$ cat src/rtl/alu_arbiter.sv
// Two-requester front end for one shared ALU: IDLE -> EXEC -> RESP, one op in flight.
// Define ALU_ARB_FIXED_PRIO_EN for fixed priority (req0 wins ties); default is round-robin.
module alu_arbiter #(
  parameter int unsigned MUL_LATENCY = 3
) (
  input  logic        clk,
  input  logic        reset,
  input  logic        req0_valid,
  input  logic        req1_valid,
  output logic        req0_ready,
  output logic        req1_ready,
  input  logic [31:0] req0_a,
  input  logic [31:0] req0_b,
  input  logic [31:0] req1_a,
  input  logic [31:0] req1_b,
  input  logic [3:0]  req0_ctrl,
  input  logic [3:0]  req1_ctrl,
  output logic [31:0] alu_a,
  output logic [31:0] alu_b,
  output logic [3:0]  alu_ctrl,
  input  logic [31:0] alu_result,
  output logic        rsp_valid,
  output logic        rsp_id,
  output logic [31:0] rsp_result,
  input  logic        rsp_ready,
  output logic        busy
);
  typedef enum logic [1:0] {IDLE, EXEC, RESP} state_e;

  localparam logic [3:0] OP_MULT  = 4'b0101;
  localparam logic [3:0] MUL_LAST = 4'(MUL_LATENCY - 1);

  state_e      state_q, state_d;
  logic [31:0] a_q, a_d, b_q, b_d, res_q, res_d;
  logic [3:0]  ctrl_q, ctrl_d, cnt_q, cnt_d;
  logic        id_q, id_d;
  logic        gnt1;

`ifdef ALU_ARB_FIXED_PRIO_EN
  assign gnt1 = req1_valid & ~req0_valid;
`else
  // last_q names the most recently served requester; reset to 1 so req0 wins the first tie
  logic last_q;

  always_ff @(posedge clk or posedge reset) begin
    if (reset)                           last_q <= 1'b1;
    else if (state_q == RESP && rsp_ready) last_q <= id_q;
  end

  assign gnt1 = req1_valid & (~req0_valid | ~last_q);
`endif

  always_comb begin
    state_d    = state_q;
    a_d        = a_q;
    b_d        = b_q;
    ctrl_d     = ctrl_q;
    id_d       = id_q;
    cnt_d      = cnt_q;
    res_d      = res_q;
    req0_ready = 1'b0;
    req1_ready = 1'b0;
    alu_a      = '0;
    alu_b      = '0;
    alu_ctrl   = '0;
    case (state_q)
      IDLE: begin
        if (req0_valid | req1_valid) begin
          req0_ready = ~gnt1;
          req1_ready = gnt1;
          a_d        = gnt1 ? req1_a : req0_a;
          b_d        = gnt1 ? req1_b : req0_b;
          ctrl_d     = gnt1 ? req1_ctrl : req0_ctrl;
          id_d       = gnt1;
          cnt_d      = '0;
          state_d    = EXEC;
        end
      end
      EXEC: begin
        alu_a    = a_q;
        alu_b    = b_q;
        alu_ctrl = ctrl_q;
        // everything except MULT (including unknown opcodes) finishes in one cycle
        if (ctrl_q != OP_MULT || cnt_q == MUL_LAST) begin
          res_d   = alu_result;
          state_d = RESP;
        end else begin
          cnt_d = cnt_q + 4'd1;
        end
      end
      RESP: begin
        if (rsp_ready) state_d = IDLE;
      end
      default: state_d = IDLE;
    endcase
  end

  always_ff @(posedge clk or posedge reset) begin
    if (reset) begin
      state_q <= IDLE;
      a_q     <= '0;
      b_q     <= '0;
      ctrl_q  <= '0;
      id_q    <= 1'b0;
      cnt_q   <= '0;
      res_q   <= '0;
    end else begin
      state_q <= state_d;
      a_q     <= a_d;
      b_q     <= b_d;
      ctrl_q  <= ctrl_d;
      id_q    <= id_d;
      cnt_q   <= cnt_d;
      res_q   <= res_d;
    end
  end

  assign rsp_valid  = (state_q == RESP);
  assign rsp_id     = id_q;
  assign rsp_result = res_q;
  assign busy       = (state_q != IDLE);
endmodule

$ cat config.mk
export PLATFORM = sky130hd
export DESIGN_NAME = alu_arbiter
export DESIGN_NICKNAME = d
export VERILOG_FILES = /design/src/rtl/alu_arbiter.sv
export SDC_FILE = /design/constraint.sdc
export NUM_CORES = 1
export LEC_CHECK = 0
export BUFFER_PORTS_ARGS = -buffer_cell sky130_fd_sc_hd__buf_4
export CORE_ASPECT_RATIO = 0.9
export CORE_MARGIN = 2
export CORE_UTILIZATION = 49
export DETAILED_ROUTE_END_ITERATION = 8
export HOLD_SLACK_MARGIN = 0.03
export PLACE_DENSITY = 0.85
export RECOVER_POWER = 50
export SYNTH_ARGS = -nofsm -noshare
export SYNTH_HDL_FRONTEND = slang
export SYNTH_SLANG_ARGS = --single-unit
$ cat constraint.sdc
create_clock -name clk -period 9.75 [get_ports clk]
set_input_delay 1.95 -clock clk [delete_from_list [all_inputs] [get_ports clk]]
set_output_delay 1.95 -clock clk [all_outputs]
set_load 0.01 [all_outputs]
# After elaboration in Yosys (flattened, before gate mapping)
# Index checks and enable logic that the tools add are counted.
# classes
addsub	1
multipliers	0
div	0
magnitude_cmp	0
eq_ne	8
shifts	0
n_mux	17
n_bitwise	6
n_reduce_logical	9
# op_table
cell	count
$mux 32	4
$mux 4	4
$pmux 4 s2	1
$mux 2	3
$ne 2x2->1 const B	3
$pmux 2 s3	1
$reduce_and 3->1	2
$add 4x1->4 const B	1
$eq 4x2->1 const B	1
$mux 1	4
$ne 4x3->1 const B	1
$reduce_and 2->1	2
$reduce_bool 2->1	2
$not 1->1	3
$eq 2x1->1 const B	1
$eq 2x2->1 const B	1
$logic_not 2->1	1
$ne 2x1->1 const B	1
$or 1x1->1	2
$and 1x1->1	1
$logic_and 1x1->1	1
$logic_or 1x1->1	1
# totals
regBits	108
latchBits	0
mem_bits_rw	0
rom_bits	0
in_bits	173
out_inout_bits	105
elab_cells	49
n_memories	0

# Longest topological paths before layout
# Gate-level depths: netlist of the first run.
# logic_depth
ltp_word	6
ltp_mapped	6
mapped_depth_nobuf	6

# Worst setup path after synthesis of the first run
# OpenSTA, ideal clock, no wires.
# synth_path
path_kind	input-to-output
start	in req1_valid
end	out req0_ready
t_arrival_ps	2652
required_ps	7800
path_slack_ps	5148
stages	4
path_buffers	2
cell_sequence	a21boi_0 -> buf_2 -> nor2_2 -> buf_2
# synth_between
elab_chain_len	4
word_cells_on_any_way	5
classes_between	2 x mux; 3 x bitwise
# synth_rtl
item	line_no	rtl
from (decl)	9	input logic req1_valid,
$and 1x1->1	50	assign gnt1 = req1_valid & (~req0_valid | ~last_q);
$not 1->1	69	req0_ready = ~gnt1;
$mux 1 *	68	if (req0_valid | req1_valid) begin
$mux 1 *	66	case (state_q)
to (decl)	10	output logic req0_ready,
# Mark *: on every way between the ends. The rest lies on a longest branch, timed or not.

==> metrics, run 1 <==
slowest CP cell=clkbuf_1; Main synth FF type=dfrtp_1; fin. max-slew vios=111; status=complete, but fails checks; core region area=10200 um2; synth unique cells=31; largest net degree at the start of global routing=118; crit path buf inv count=3; sequential area share after synthesis=52.8%; gpl congestion=0.792; Synth-to-Final Area Change=44.9%; number of buffers created by CTS=9; vias=4327; Worst setup SP type=input pin; number of global-route vias before repair=4377; Die Y=101 um; First-pass DRT Iterations=4; post-CTS setup repair buffer count=0; syn_nets=631; initial antenna violation count=0; failing checks=capacitance limit, slew limit; number of synthesized flops with an enable pin=0; Critical Path RT=9280 ps; Post-synth ARST share=100%; top-count cell post-synth=dfrtp_1; initial drt markers=185; Final Setup Violations=0; FMAX=160 MHz; fin crit share=64.2%; Avg WL per Cell=16.2 um; Synth area leader=dfrtp_1; die width=112 um; Sequential Area=2700 um2; I/O Buffers=277; Via density=5.11; Initial Util=50.2%; CTS Root Cell=clkbuf_16; # nets final=888; Fin. Hold Viols=0; maximum vdd ir drop=0.159 mV; Power, Total=2.08 mW; Slew HR=-165%; Final HPWL DP=10000 um; Die Area=11300 um2; Yosys reg bits=108; Tmin final=6260 ps; RSZ-0062 raised after global routing=false; grt total ovfl=0; Avg Inst Size Synth=11.2 um2; Worst EP arrival=5790 ps; leakage=3.77 nW; diodes inserted=0; CP peak stage delay=2860 ps; post-cts resize count=0; first-pass GRT wire length=21600 um; YS warnings=0; critical path type=in -> async; post-synth top area share=52.3%; Hold Path Class=reg -> reg; Synth Cell Area=5120 um2; Critical Path, Cell by Cell=clkbuf_4 -> clkinvlp_2 -> clkbuf_1; GR Util All Layers=23.8%; Synth area leaders=dfrtp_1, and2_1, mux2i_1; Worst Setup End Kind=asynchronous set/reset pin; area of the multi-input gates=2240 um2; antenna viol nets, final=0; CP Max Fanout=76; Post-synth top cells=dfrtp_1, and2_1, nand2_1, o21ai_0, mux2i_1; CTS Hold Bufs=0; Post-Syn Instances=456; Worst-Margin Slew=3970 ps; PD cells=281 nW/um2; Total Neg Setup Slack=0 ps; Filler Cell Count=785; Worst-path clk slew=70 ps; number of max-cap violations=2; share of layout cells above drive strength 1=42.2%; IO Pins=278; Clock Tree Buf Depth=2; Top delay family on crit path=buffers and inverters; H-tree depth=3; Post-Route WL=13700 um; Site Rows=35; drt drc=0; Clock Latency Late Sink=340 ps; CTS tree=built; Sink Count=108; skew final=10.0 ps
==> state kept, by name, indices dropped and copies added, names as in the netlist <==
| name | flops |
|---|---|
| state_q | 2 |
| ctrl_q | 4 |
| a_q | 32 |
| cnt_q | 4 |
| b_q | 32 |
| rsp_id | 1 |
| last_q | 1 |
| rsp_result | 32 |
==> layout by cell type, fill, tap and decap left out, types with 2 or more instances in the layout <==
master     instances
buf_4            246
dfrtp_1          107
and2_1            69
o21ai_0           44
nand2_1           44
mux2i_1           42
clkbuf_1          34
mux2_2            31
and3_1            26
a221o_1           26
clkbuf_16          9
a21o_1             4
nand3_1            3
inv_1              3
mux2_1             2
ha_1               2
inv_8              2
clkbuf_4           2
==> power by group <==
part | leakage (nW) | internal [mW] | total [mW] | switching (mW)
Clock | 0.150 | 0.204 | 0.371 | 0.167
Combinational | 2.31 | 0.460 | 0.929 | 0.469
Sequential | 1.31 | 0.670 | 0.783 | 0.113
==> per-stage QoR <==
step                      hold slack, ps  worst slack, ps  cell area [um2]  instances  utilization [%]
after floorplan                      442             4960             5120        456                -
after global placement               454             3960             7250        831             71.1
after detailed placement             463             3900             7250        831             71.1
after CTS                            479             3910             7560        847             74.1
after global routing                 496             2470             7420        847             72.7
final                                474             3490             7420        847             72.7
==> tightest hold or removal path, delay by kind of cell (launching register included) <==
kind | cells | cell delay (ps)
AND/OR/NAND/NOR | 1 | 40
flip-flops | 1 | 340
AO/OA/AOI/OAI | 1 | 60
==> layout make-up <==
class                           count  area share (%)
Clock inverter                      7            1.11
Clock buffer                        9            3.04
Tap cell                          129            2.18
Inverter                            4           0.219
Multi-Input combinational cell    308            30.2
Sequential cell                   108            36.4
Timing Repair Buffer              282            26.8
==> final timing paths <==
path                                      start                         end  slack, ps  cells after the start
setup / recovery                          reset         b_q[29]$_DFFE_PP0P_       3490                      3
hold / removal              a_q[22]$_DFFE_PP0P_         a_q[22]$_DFFE_PP0P_        470                      2
setup reg to reg           cnt_q[0]$_DFFE_PP0P_   rsp_result[2]$_DFFE_PP0P_       5900                      5
hold reg to reg             a_q[22]$_DFFE_PP0P_         a_q[22]$_DFFE_PP0P_        470                      2
max in group clk                     req0_valid                  req0_ready       3920                      6
min in group asynchronous                 reset  rsp_result[25]$_DFFE_PP0P_       1930                      2
==> per-layer routing <==
layer / share of wire [%] / global-route usage (%) / vias to the layer above
met4: 2.1 / 7.31 / 0
met3: 6.5 / 6.25 / 22
met5: 0 / 0 / -
li1: - / - / 2109
met1: 39 / 28.9 / 2026
met2: 52 / 42.1 / 170
==> cells by family after synthesis <==
logic type / after synthesis / share of synthesized area [%]
flip-flops: 108 / 52.8
AND/OR/NAND/NOR: 152 / 16.6
buffers and inverters: 40 / 3.76
adder cells (fa/ha/maj): 2 / 0.489
multiplexers: 75 / 15.5
AO/OA/AOI/OAI: 79 / 10.9
Power figures use the tool's default switching activity.
==> run 2: changes to the inputs <==
Settings changed: ABC_AREA set to 1, CORE_UTILIZATION 49 to 41, PLACE_DENSITY 0.85 to 0.75.
Clock period 9.75 ns to 5.4 ns, I/O delays scaled along.
==> metrics, run 2 <==
failing checks=capacitance limit, slew limit; Post-synth ARST share=100%; CP Max Fanout=44; number of synthesized flops with an enable pin=0; vias=5308; leakage=4.08 nW; PD cells=520 nW/um2; Top delay family on crit path=buffers and inverters; Avg WL per Cell=14.0 um; CP peak stage delay=1230 ps; FMAX=227 MHz; Yosys reg bits=108; Final Setup Violations=0; Worst Setup End Kind=output pin; Main synth FF type=dfrtp_1; GR Util All Layers=22.6%; YS warnings=0; number of buffers created by CTS=9; Worst setup SP type=input pin; core region area=12700 um2; Synth Cell Area=5310 um2; # nets final=1136; I/O Buffers=277; initial antenna violation count=0; fin. max-slew vios=114; commonest non-fill, non-tap cell in the layout=buf_4; post-synth top area share=50.4%; most frequent cells in the layout=buf_4, nand2_1, nor2_1; Total Neg Setup Slack=0 ps; Via density=4.70; CTS tree=built; synth unique cells=24; Placed Cells=1114; skew final=5.80 ps; Sink Count=108; Post-Syn Instances=706; IO Pins=278; Worst EP arrival=3320 ps; die width=124 um; First-pass DRT Iterations=5; slowest CP cell=clkbuf_1; Post-synth top cells=nand2_1, nor2_1, dfrtp_1; maximum vdd ir drop=0.298 mV; R2R depth=9; Finished Core Util=59.6%; Avg Inst Size Synth=7.52 um2; Initial Util=41.9%; gpl congestion=0.844; CP Depth=7; critical path type=in -> out; Synth area leader=dfrtp_1; antenna viol nets, final=0; post-CTS setup repair buffer count=0; Final HPWL DP=11000 um; Critical Path RT=4320 ps; first-pass GRT wire length=24600 um; Hold Path Origin=rsp_result[8]$_DFFE_PP0P_; RR Startpoint=state_q[0]$_DFFE_PP0P_; Die Area=13900 um2; Synth area leaders=dfrtp_1, nand2_1, nor2_1; Hold Crit Depth=2; Worst-Margin Slew=2920 ps; Clock Tree Buf Depth=2; Critical Path, Cell by Cell=clkbuf_1 -> nor2_1 -> nor2_4 -> clkbuf_1 -> inv_4 -> nor2_8 -> buf_4; final cell count without fillers=1129; Fin. Hold Viols=0; crit path buf inv count=4; Worst-path clk slew=70 ps; largest net degree at the start of global routing=74; Clock Latency Late Sink=340 ps; grt total ovfl=0; syn_nets=881; H-tree depth=3; share of layout cells above drive strength 1=28.4%; status=complete, but fails checks; CTS Hold Bufs=0; post-cts resize count=0; drt drc=0; initial drt markers=342; CTS Root Cell=clkbuf_16; fin crit share=81.5%; number of max-cap violations=2; diodes inserted=0; sequential area share after synthesis=50.9%; Die Y=112 um; Site Rows=39; Post-Route WL=15800 um; Crit. Startpoint=req1_valid; Hold Path Class=reg -> reg; Synth-to-Final Area Change=42.5%; most frequent CP cell=clkbuf_1; RSZ-0062 raised after global routing=false; top-count cell post-synth=nand2_1; Tmin final=4400 ps; number of global-route vias before repair=5071; Slew HR=-95.5%
==> run 2: changes by cell type in the layout (fill, tap and decap cells not counted), sizes merged, moves of 40 or more <==
cell / delta
mux2i: -42
nor2: +119
nand2: +161
o21ai: +40
inv: +70
and2: -69
nand3: +60
==> run 2: logic make-up (layout without fill, tap and decap cells) <==
kind of cell | after synthesis | after routing | share of synthesized area (%)
AOI/OAI and AO/OA | 87 | 87 | 8.29
xor gates and xnor gates | 1 | 1 | 0.165
adders and majority gates | 2 | 2 | 0.471
buffers and inverters | 117 | 376 | 10.3
DFF | 108 | 108 | 50.9
and+or+nand+nor | 391 | 391 | 29.9
==> run 2: report_power, final <==
part,leakage [nW],total (mW),switching (mW),internal [mW]
clock network,0.142,0.693,0.289,0.405
logic,2.62,1.81,1.11,0.704
registers,1.32,1.42,0.212,1.21
==> run 2: cell type report <==
cell class | count | area [um2]
Clock inverter | 4 | 75.1
Sequential cell | 108 | 2700
Tap cell | 164 | 205
Timing Repair Buffer | 284 | 1990
Clock buffer | 11 | 233
Multi-Input combinational cell | 481 | 2060
Fill cell | 1228 | 5120
Inverter | 77 | 295
==> run 2: metrics by stage <==
step	cell area (um2)	setup slack, ps	hold slack, ps	power (mW)
2_1_floorplan	5310	1480	453	2.60
3_3_place_gp	7400	1690	454	3.33
3_5_place_dp	7400	1670	461	3.37
4_1_cts	7710	1670	477	4.07
5_1_grt	7560	807	498	4.29
6_report	7560	999	473	3.93
==> run 2: worst min-delay path, stage by stage, from the launching register on <==
cell	delay, ps
dfrtp_1	340
nand2_1	50
nand2_1	50
==> run 2: final timing paths <==
path	slack [ps]	to
worst max-delay path	1000	req0_ready
worst min-delay path	470	rsp_result[8]$_DFFE_PP0P_
worst max register to register	2430	cnt_q[1]$_DFFE_PP0P_
worst min register to register	470	rsp_result[8]$_DFFE_PP0P_
max in group asynchronous	1800	rsp_result[25]$_DFFE_PP0P_
min in group asynchronous	1580	rsp_result[22]$_DFFE_PP0P_
==> run 2: layer usage <==
metal  vias up  part of all wire, %  track usage [%]
met5         -                    0                0
met3        18                  8.2             5.48
met4         0                  1.5             6.52
met2       214                   48             38.0
met1      2394                   42             28.8
li1       2682                    -                -
